==> src/rtl/pipe_stall_ctrl.sv <==
// pipe_stall_ctrl: stall/flush sequencer for the pc, IF_ID, ID_EX, EX_MEM and
// MEM_WB pipeline registers. It resolves load-use hazards, MUL/DIV occupancy,
// instruction/data memory wait states and MEM-stage exception/eret redirects.
// It also owns the MDU busy counter.
// Optional feature macro: MDU_EARLY_DONE_EN. When it is defined, md_early_done
// cuts a running MUL/DIV short. When it is undefined, every MUL/DIV op runs its
// full cycle count.
module pipe_stall_ctrl #(
  parameter int MUL_CYCLES = 3,
  parameter int DIV_CYCLES = 33
) (
  input  logic       clk,
  input  logic       rst,
  input  logic [4:0] ID_RS,
  input  logic [4:0] ID_RT,
  input  logic       ID_UseRS,
  input  logic       ID_UseRT,
  input  logic       EX_DMRd,
  input  logic [4:0] EX_RD,
  input  logic       md_start,
  input  logic       md_is_div,
  input  logic       md_early_done,
  input  logic       imem_stall,
  input  logic       dmem_stall,
  input  logic       MEM_Exception,
  input  logic       MEM_eret_flush,
  output logic       pc_wr,
  output logic       if_id_wr,
  output logic       id_ex_wr,
  output logic       ex_mem_wr,
  output logic       mem_wb_wr,
  output logic       if_flush,
  output logic       id_flush,
  output logic       ex_flush,
  output logic       exc_redirect,
  output logic       md_busy,
  output logic       md_done
);

  // The counter is sized for the longer of the two op classes. It holds the
  // number of stall cycles still to come after the current one.
  localparam int MAX_CYCLES = (DIV_CYCLES > MUL_CYCLES) ? DIV_CYCLES : MUL_CYCLES;
  localparam int CW = $clog2(MAX_CYCLES);
  localparam logic [CW-1:0] DIV_LOAD = CW'(DIV_CYCLES - 1);
  localparam logic [CW-1:0] MUL_LOAD = CW'(MUL_CYCLES - 1);

  typedef enum logic {
    IDLE = 1'b0,
    BUSY = 1'b1
  } state_t;

  state_t        r_state;
  logic [CW-1:0] r_cnt;

  logic w_exc;
  logic w_dstall;
  logic w_md_launch;
  logic w_md_wait;
  logic w_md_release;
  logic w_md_stall;
  logic w_early;
  logic w_load_use;
  logic w_fe_stall;

  // Classify the cycle once. Each class is masked by every class above it.
  assign w_exc        = MEM_Exception | MEM_eret_flush;
  assign w_dstall     = dmem_stall & ~w_exc;
  assign w_md_launch  = ~w_exc & ~dmem_stall & (r_state == IDLE) & md_start;
  assign w_md_wait    = ~w_exc & ~dmem_stall & (r_state == BUSY) & (r_cnt != '0);
  assign w_md_release = ~w_exc & ~dmem_stall & (r_state == BUSY) & (r_cnt == '0);
  assign w_md_stall   = w_md_launch | w_md_wait;

  assign w_load_use = EX_DMRd & (EX_RD != 5'd0) &
                      (((EX_RD == ID_RS) & ID_UseRS) | ((EX_RD == ID_RT) & ID_UseRT));
  // Load-use and an instruction fetch wait produce identical front-end
  // outputs, so the two share one path.
  assign w_fe_stall = ~w_exc & ~dmem_stall & ~w_md_stall & (w_load_use | imem_stall);

`ifdef MDU_EARLY_DONE_EN
  assign w_early = w_md_wait & md_early_done;
`else
  logic w_unused_early_done;
  assign w_unused_early_done = md_early_done;
  assign w_early = 1'b0;
`endif

  // Stage enables and bubbles, decoded from the cycle class.
  always_comb begin
    pc_wr        = 1'b1;
    if_id_wr     = 1'b1;
    id_ex_wr     = 1'b1;
    ex_mem_wr    = 1'b1;
    mem_wb_wr    = 1'b1;
    if_flush     = 1'b0;
    id_flush     = 1'b0;
    ex_flush     = 1'b0;
    exc_redirect = 1'b0;
    if (w_exc) begin
      exc_redirect = 1'b1;
      if_flush     = 1'b1;
      id_flush     = 1'b1;
      ex_flush     = 1'b1;
    end else if (w_dstall) begin
      pc_wr     = 1'b0;
      if_id_wr  = 1'b0;
      id_ex_wr  = 1'b0;
      ex_mem_wr = 1'b0;
      mem_wb_wr = 1'b0;
    end else if (w_md_stall) begin
      // The MDU op stays in EX while a bubble drains into MEM.
      pc_wr    = 1'b0;
      if_id_wr = 1'b0;
      id_ex_wr = 1'b0;
      ex_flush = 1'b1;
    end else if (w_fe_stall) begin
      pc_wr    = 1'b0;
      if_id_wr = 1'b0;
      id_flush = 1'b1;
    end
  end

  // md_busy follows the registered state only. md_done is suppressed while
  // reset is held, so that a reset during BUSY never emits a done pulse.
  assign md_busy = (r_state == BUSY);
  assign md_done = w_md_release & rst;

  // MDU occupancy FSM: an exception aborts it, dmem_stall freezes it, and
  // otherwise the counter runs from the load value down to zero.
  always_ff @(posedge clk) begin
    if (!rst) begin
      r_state <= IDLE;
      r_cnt   <= '0;
    end else if (w_exc) begin
      r_state <= IDLE;
      r_cnt   <= '0;
    end else if (!dmem_stall) begin
      if (r_state == IDLE) begin
        if (md_start) begin
          r_state <= BUSY;
          r_cnt   <= md_is_div ? DIV_LOAD : MUL_LOAD;
        end
      end else if (r_cnt == '0) begin
        r_state <= IDLE;
      end else if (w_early) begin
        r_cnt <= '0;
      end else begin
        r_cnt <= r_cnt - 1'b1;
      end
    end
  end

endmodule
==> config.mk <==
export PLATFORM = sky130hd
export DESIGN_NAME = pipe_stall_ctrl
export DESIGN_NICKNAME = d
export VERILOG_FILES = /design/src/rtl/pipe_stall_ctrl.sv
export SDC_FILE = /design/constraint.sdc
export NUM_CORES = 1
export LEC_CHECK = 0
export CAP_MARGIN = 20
export CORE_MARGIN = 1.5
export CORE_UTILIZATION = 40
export DETAILED_ROUTE_END_ITERATION = 10
export PLACE_DENSITY = 0.83
export SKIP_LAST_GASP = 1
export SLEW_MARGIN = 5
export SYNTH_ARGS = -nofsm -noshare
export SYNTH_HDL_FRONTEND = slang
export SYNTH_SLANG_ARGS = --single-unit
==> constraint.sdc <==
create_clock -name clk -period 5.56 [get_ports clk]
set_input_delay 1.112 -clock clk [delete_from_list [all_inputs] [get_ports clk]]
set_output_delay 1.112 -clock clk [all_outputs]
set_load 0.01 [all_outputs]
==> results.cfg <==
[final_layout]
final_cells = 133
final_nets = 147
drive_above_1_share = 0.05983
diodes = 0
n_fill_cell = 123
area_delta_synth_final_pct = 54.38

[yosys]
synth_xor_area_frac = 0.1695
muxShareOfSynthArea = 0
yosysMostFrequentCell = xor2_1
synth_top_family_by_area = compound AO/OA/AOI/OAI gates
synthSimpleGateAreaFrac = 0.2197
synth_top_cell_by_area = dfxtp_1
netlist_area_um2 = 671.9
netlist.area_leader.share = 0.2086
syn_nets = 111
syn_area_per_cell_um2 = 8.194
synth_commonest_cells = xor2_1 (11), dfxtp_1 (7), nor2_1 (6)
synth_edf_count = 0
synth_ff_type = dfxtp_1
synth_warnings = 0
synth_fa_ha_area_frac = 0.03724
synth_seq_area_share = 0.2086
ys_types = 34
synth_seq_cells = 7
netlist_top_cells_area = dfxtp_1 (21%), xor2_1 (14%), o211ai_1 (5.6%), buf_4 (4.5%), o32ai_4 (4.1%)
synth-compound-area-share = 0.2812
async_flop_share = 0
synthCells = 82

[global_route]
grtUsageMet3 = 0.06250
antenna_found_initial = 0
grt_max_degree = 13
grt_util_met1 = 0.2306
gr-total-overflow = 0
met2_usage = 0.2912
grt_pass1_wl_um = 2697
grt_pass1_vias = 705
gr-usage-all-layers = 0.1824
top_usage_layer = met2

[flow_run]
drv_cap = 0

[sta]
final-setup-viol-count = 0
finalSetupTns_ns = 0
relSlewSlack = 0.6610
fin_worst_skew_ns = 0.004026
fin_crit_ns = 4.157
tightest_slew_ns = 0.5038
slew_violations = 0
rsz0062_at_grt = false
max_freq_mhz = 240.6
hold_viol = 0
period_share = 0.7476

[drt]
dr.pass1.iters = 4
drc = 0
ant_nets = 0
drt-initial-drc-count = 10
drt-total-wl_um = 1586
vias = 721
post_drt_wl_per_cell_um = 11.92
vias_per_cell = 5.421

[clock_tree]
post_cts_buffers = 0
cts_tree = built
htree_levels = 1
clockBufferDepth = 2
clkSinkCount = 7
holdBufCountCts = 0
ctsResizeCount = 0
cts_buffers = 3
cts.reportedPaths.clkPinSlew_ns = 0.05
clock_tree.root_cell = clkbuf_4
insertion_delay_ns = 0.26

[power_and_ir_drop]
power.density_nw_per_um2 = 148.3
p_switching_uw = 42.70
p_leak_uw = 0.0003646
clockPowerShare = 0.310
seqPwrFrac = 0.340
p_int_uw = 111.1
irDropWorstVdd_uv = 67.70
p_comb_frac = 0.349
switching_share = 0.2776

[floorplanning]
fp-row-count = 14
fp.dieW_um = 43.99
dieArea_um2 = 1935
initial_core_util = 0.4359
die_h_um = 43.99
ios = 38
core_area_um2 = 1541

[placed_design]
dpl.hpwl_um = 1318
portBuffers = 36
dp.cells = 129
gp_congestion = 0.8720

[worst_setup_path]
critPathLaunchType = primary input
ff2ff_path_depth = 4
crit_arrival_ns = 3.04
timing.rr.start = r_cnt[2]
critPathMaxFanout = 3
crit_path_start = EX_RD[1]
crit_type = in2out
reg2reg_to = r_cnt[1]
required_ns = 4.45
timing.critical_path.to_type = primary output
crit_end = pc_wr
reg2reg_slack_ns = 3.96

[hold_path]
min_path_type = reg2reg

[run_status]
status = finished clean
==> power groups by stage <==
stage	combinational, uW	clock, uW	sequential (uW)
final	53.7	47.7	52.3
after global routing	58.1	53.3	52.5
after CTS	54.1	48.9	52.3
after detailed placement	53.8	0	53.4
after global placement	53.0	0	53.4
after floorplan	25.6	0	52.8
==> layer usage <==
metal,vias to the layer above,part of all wire
met5,-,0
met4,0,0.0050
met3,2,0.11
met2,34,0.45
met1,318,0.44
li1,367,-
==> worst max-delay path, stage by stage <==
cell and delay (ns):
clkdlybuf4s50_1 0.46, or4_1 0.58, o211ai_1 0.19, o21ba_1 0.16, clkdlybuf4s50_1 0.54
==> registers in the layout, indices dropped and copies added (netlist names) <==
| register | cells |
|---|---|
| r_cnt | 6 |
| md_busy | 1 |
==> cell families after synthesis <==
| logic type | after synthesis |
|---|---|
| AND/OR/NAND/NOR | 28 |
| AO/OA/AOI/OAI | 23 |
| XOR/XNOR | 13 |
| buffers and inverters | 9 |
| flip-flops | 7 |
| adder cells (fa/ha/maj) | 2 |
==> worst min path at each step <==
| stage | endpoint | from | slack (ns) | cells past startpoint |
|---|---|---|---|---|
| final | r_cnt[1] | r_cnt[1] | 0.49 | 2 |
| after global routing | r_cnt[1] | r_cnt[1] | 0.52 | 2 |
| after CTS | r_cnt[1] | r_cnt[1] | 0.49 | 2 |
| after detailed placement | r_cnt[1] | r_cnt[1] | 0.48 | 2 |
| after global placement | r_cnt[1] | r_cnt[1] | 0.47 | 2 |
| after floorplan | r_cnt[1] | r_cnt[1] | 0.46 | 2 |
==> cell type report <==
type	instances	area, um2	share of cell area
sequential	7	140.1	0.1351
timing repair buffer	36	360.3	0.3474
tap	16	20.02	0.01930
multi-input combinational	66	475.5	0.4584
inverter	4	15.01	0.01448
clock buffer	4	26.28	0.02533
==> placed cells by master, fill, tap and decap left out, drive strengths merged <==
cell and count:
nor2b 2, a21o 1, xnor2 2, a21oi 4, clkbuf 4, or2 1, and2 1, dfxtp 7
a31oi 2, o211ai 5, nor2 6, o32ai 2, a211oi 1, o21ba 2, a32oi 1, nand3 1
xor2 11, clkdlybuf4s50 36, or4 2, a21boi 1, nor4 4, nor3b 1, inv 4, nand2 5
o21ai 3, a211o 1, nand3b 1, nand2b 1, ha 2, nor3 3
==> per-stage QoR <==
stage / area, um2 / power (uW) / utilization / setup WS, ns / hold WS [ns]
6_report: 1037 / 153.8 / 0.6729 / 1.403 / 0.4898
5_1_grt: 1037 / 163.8 / 0.6729 / 1.295 / 0.5185
4_1_cts: 1037 / 155.3 / 0.6729 / 1.380 / 0.4900
3_5_place_dp: 1011 / 107.1 / 0.6558 / 1.389 / 0.4826
3_3_place_gp: 1011 / 106.4 / 0.6558 / 1.418 / 0.4737
2_1_floorplan: 671.9 / 78.35 / - / 2.308 / 0.4579
Note: power is estimated with default switching activity, not from simulation.
==> RTL change, RTL diff (same flow settings) <==
Add an input register stage for `md_is_div`, with the module's reset; this delays it by one clock. The other inputs are not delayed to match.
--- a/src/rtl/pipe_stall_ctrl.sv
+++ b/src/rtl/pipe_stall_ctrl.sv
@@ -48,6 +48,16 @@
     IDLE = 1'b0,
     BUSY = 1'b1
   } state_t;
+
+  logic md_is_div_q;
+
+  always_ff @(posedge clk) begin
+    if (!rst) begin
+      md_is_div_q <= '0;
+    end else begin
+      md_is_div_q <= md_is_div;
+    end
+  end
 
   state_t        r_state;
   logic [CW-1:0] r_cnt;
@@ -137,7 +147,7 @@
       if (r_state == IDLE) begin
         if (md_start) begin
           r_state <= BUSY;
-          r_cnt   <= md_is_div ? DIV_LOAD : MUL_LOAD;
+          r_cnt   <= md_is_div_q ? DIV_LOAD : MUL_LOAD;
         end
       end else if (r_cnt == '0) begin
         r_state <= IDLE;
Check against the original RTL: not equivalent (Yosys sat finds a counterexample within 4 cycles, from zero or initial values and one cycle with rst low).
==> RTL change against the unedited design <==
Count of clock-buffer cells in the layout decreased by 1; worst setup slack improved by 12 ps; clock power decreased by 3%; synthesized area increased by 3.7%; routed wire length increased by 9.0%; sequential cell count increased by 1; total power increased by 4.4%; cell area increased by 2.3%; hold slack improved by 6.0 ps; highest routed layer unchanged.
==> RTL change: results (changes against the unedited design) <==
| Metric | Value |
|---|---|
| Status | `finished, final reports clean` |
| Total number of vias | `747 (+3.6%)` |
| Vias in the first global route | `709 (+0.57%)` |
| Final setup TNS | `0 ps (unchanged)` |
| Ratio of cells with drive above 1 in the final layout | `7.63% (+1.6 points)` |
| Routed Wire Length | `1730 um (+9.0%)` |
| Initial drt markers | `7 (-3)` |
| DP Cell Count | `131 (+1.6%)` |
| Synth Flop Type | `dfxtp_1` |
| Ant. Diodes | `0 (unchanged)` |
| Post-synth top cells | `xor2_1, dfxtp_1, nor2_1, nand2_1, o211ai_1` |
| Gr usage total | `21.2% (+3.0 points)` |
| Postcts setup bufs | `0 (unchanged)` |
| Net total in the final layout | `149 (+1.4%)` |
| Pin count of the biggest net entering global routing | `13 (unchanged)` |
| Initial antenna violation count | `0 (unchanged)` |
| Ys async rst share | `0% (unchanged)` |
| Post-synth cell types | `36 (+5.9%)` |
| CP peak stage delay | `580 ps (about the same)` |
| Dominant cells by area after synthesis | `dfxtp_1, xor2_1, o211ai_1, o32ai_4, ha_1` |
| First-pass GRT wire length | `2950 um (+9.2%)` |
| Peak supply drop | `0.0000818 V (+21%)` |
| Core Rows | `14 (unchanged)` |
| Number of flops mapped to enable cells by yosys | `0 (unchanged)` |
| Final Max Tran Viols | `0 (unchanged)` |
| Clk slew on worst S/H paths | `60 ps` |
| Leak | `0.377 nW (+3.4%)` |
| Hold WC Path Type | `flip-flop to flip-flop` |
| Max Buffers Root-to-Sink | `2 (unchanged)` |
| Average size of a mapped cell | `8.30 sq um (+1.3%)` |
| TritonRoute pass-1 iters | `4 (unchanged)` |
| Detailed placement HPWL | `1440 um (+9.4%)` |
| CTS root buf | `clkbuf_4` |
| Syn Nets | `113 (+1.8%)` |
| Routed vias/inst | `5.57 (+2.8%)` |
| Worst Path Arrival | `3030 ps (about the same)` |
| Reg2reg path depth | `4 (unchanged)` |
| Later-pin clock latency in the skew report | `260 ps (about the same)` |
| Num CTS Buffers | `3 (unchanged)` |
| Worst hold path cell count | `2 (unchanged)` |
| Port Buffers | `36 (unchanged)` |
| Sequential share of the synthesized area | `23.0% (+2.1 points)` |
| Final Wtd Congestion | `0.804 (-7.8%)` |
| Clock skew | `5.94 ps (+1.91 ps)` |
| Slowest-stage cell, CP | `or4_1` |
| Slew headroom | `62.6% (-3.5 points)` |
| Biggest register | `r_cnt` |
| Max FFs per register | `6 (unchanged)` |
| Int Pwr | `0.116 mW (+4.8%)` |
| DP Area | `1040 sq um (+2.7%)` |
## RTL change: cell count changes after synthesis, sizes merged
cell | unedited run | this run
and2 | 1 | 2
dfxtp | 7 | 8
## RTL change: cell type report
type / instances / area (sq um)
clock buffer: 3 / 22.5
fill: 136 / 515
inverter: 4 / 15.0
multi-input combinational: 67 / 483
sequential: 8 / 160
tap: 16 / 20.0
timing repair buffer: 36 / 360
## RTL change: stage by stage
stage | setup slack, ps | power, mW
final | 1420 | 0.161
after detailed placement | 1390 | 0.116
after floorplan | 2310 | 0.0864
after global placement | 1430 | 0.114
after CTS | 1390 | 0.162
after global routing | 1310 | 0.170
## RTL change: path summary, 6_finish.rpt
path                               from  slack, ps                    end
hold reg to reg   r_cnt[1]$_SDFFE_PP0P_        500  r_cnt[1]$_SDFFE_PP0P_
setup / recovery               EX_RD[1]       1420               if_id_wr
setup reg to reg  r_cnt[2]$_SDFFE_PP0P_       3910  r_cnt[5]$_SDFFE_PP0P_
hold / removal    r_cnt[1]$_SDFFE_PP0P_        500  r_cnt[1]$_SDFFE_PP0P_
## RTL change: kinds of logic after synthesis
group | count (synthesis) | synth area share, %
fa+ha+maj | 2 | 3.59
buf+inv | 9 | 7.72
compound gates | 23 | 27.1
xor+xnor | 13 | 16.3
flops | 8 | 23.0
simple gates | 29 | 22.3
## RTL change: routing by layer
metal	wire length [um]	part of all wire, %	up-vias	track usage [%]
met5	0	0	-	0
met4	64	3.7	0	18.2
met3	175	10	4	7.20
met2	812	47	39	33.6
met1	677	39	326	22.4
li1	-	-	378	-
## RTL change: critical path, delay by kind of cell
| family | cells | cell delay [ps] |
|---|---|---|
| compound gates | 2 | 340 |
| buf+inv | 2 | 1010 |
| simple gates | 1 | 580 |
## RTL change: power by group through the flow
stage                     clock, mW  combinational, mW  sequential (mW)
after floorplan                   0             0.0259           0.0605
after global placement            0             0.0534           0.0611
after detailed placement          0             0.0544           0.0612
after CTS                    0.0477             0.0547           0.0599
after global routing         0.0506             0.0594           0.0601
final                        0.0462             0.0544           0.0600
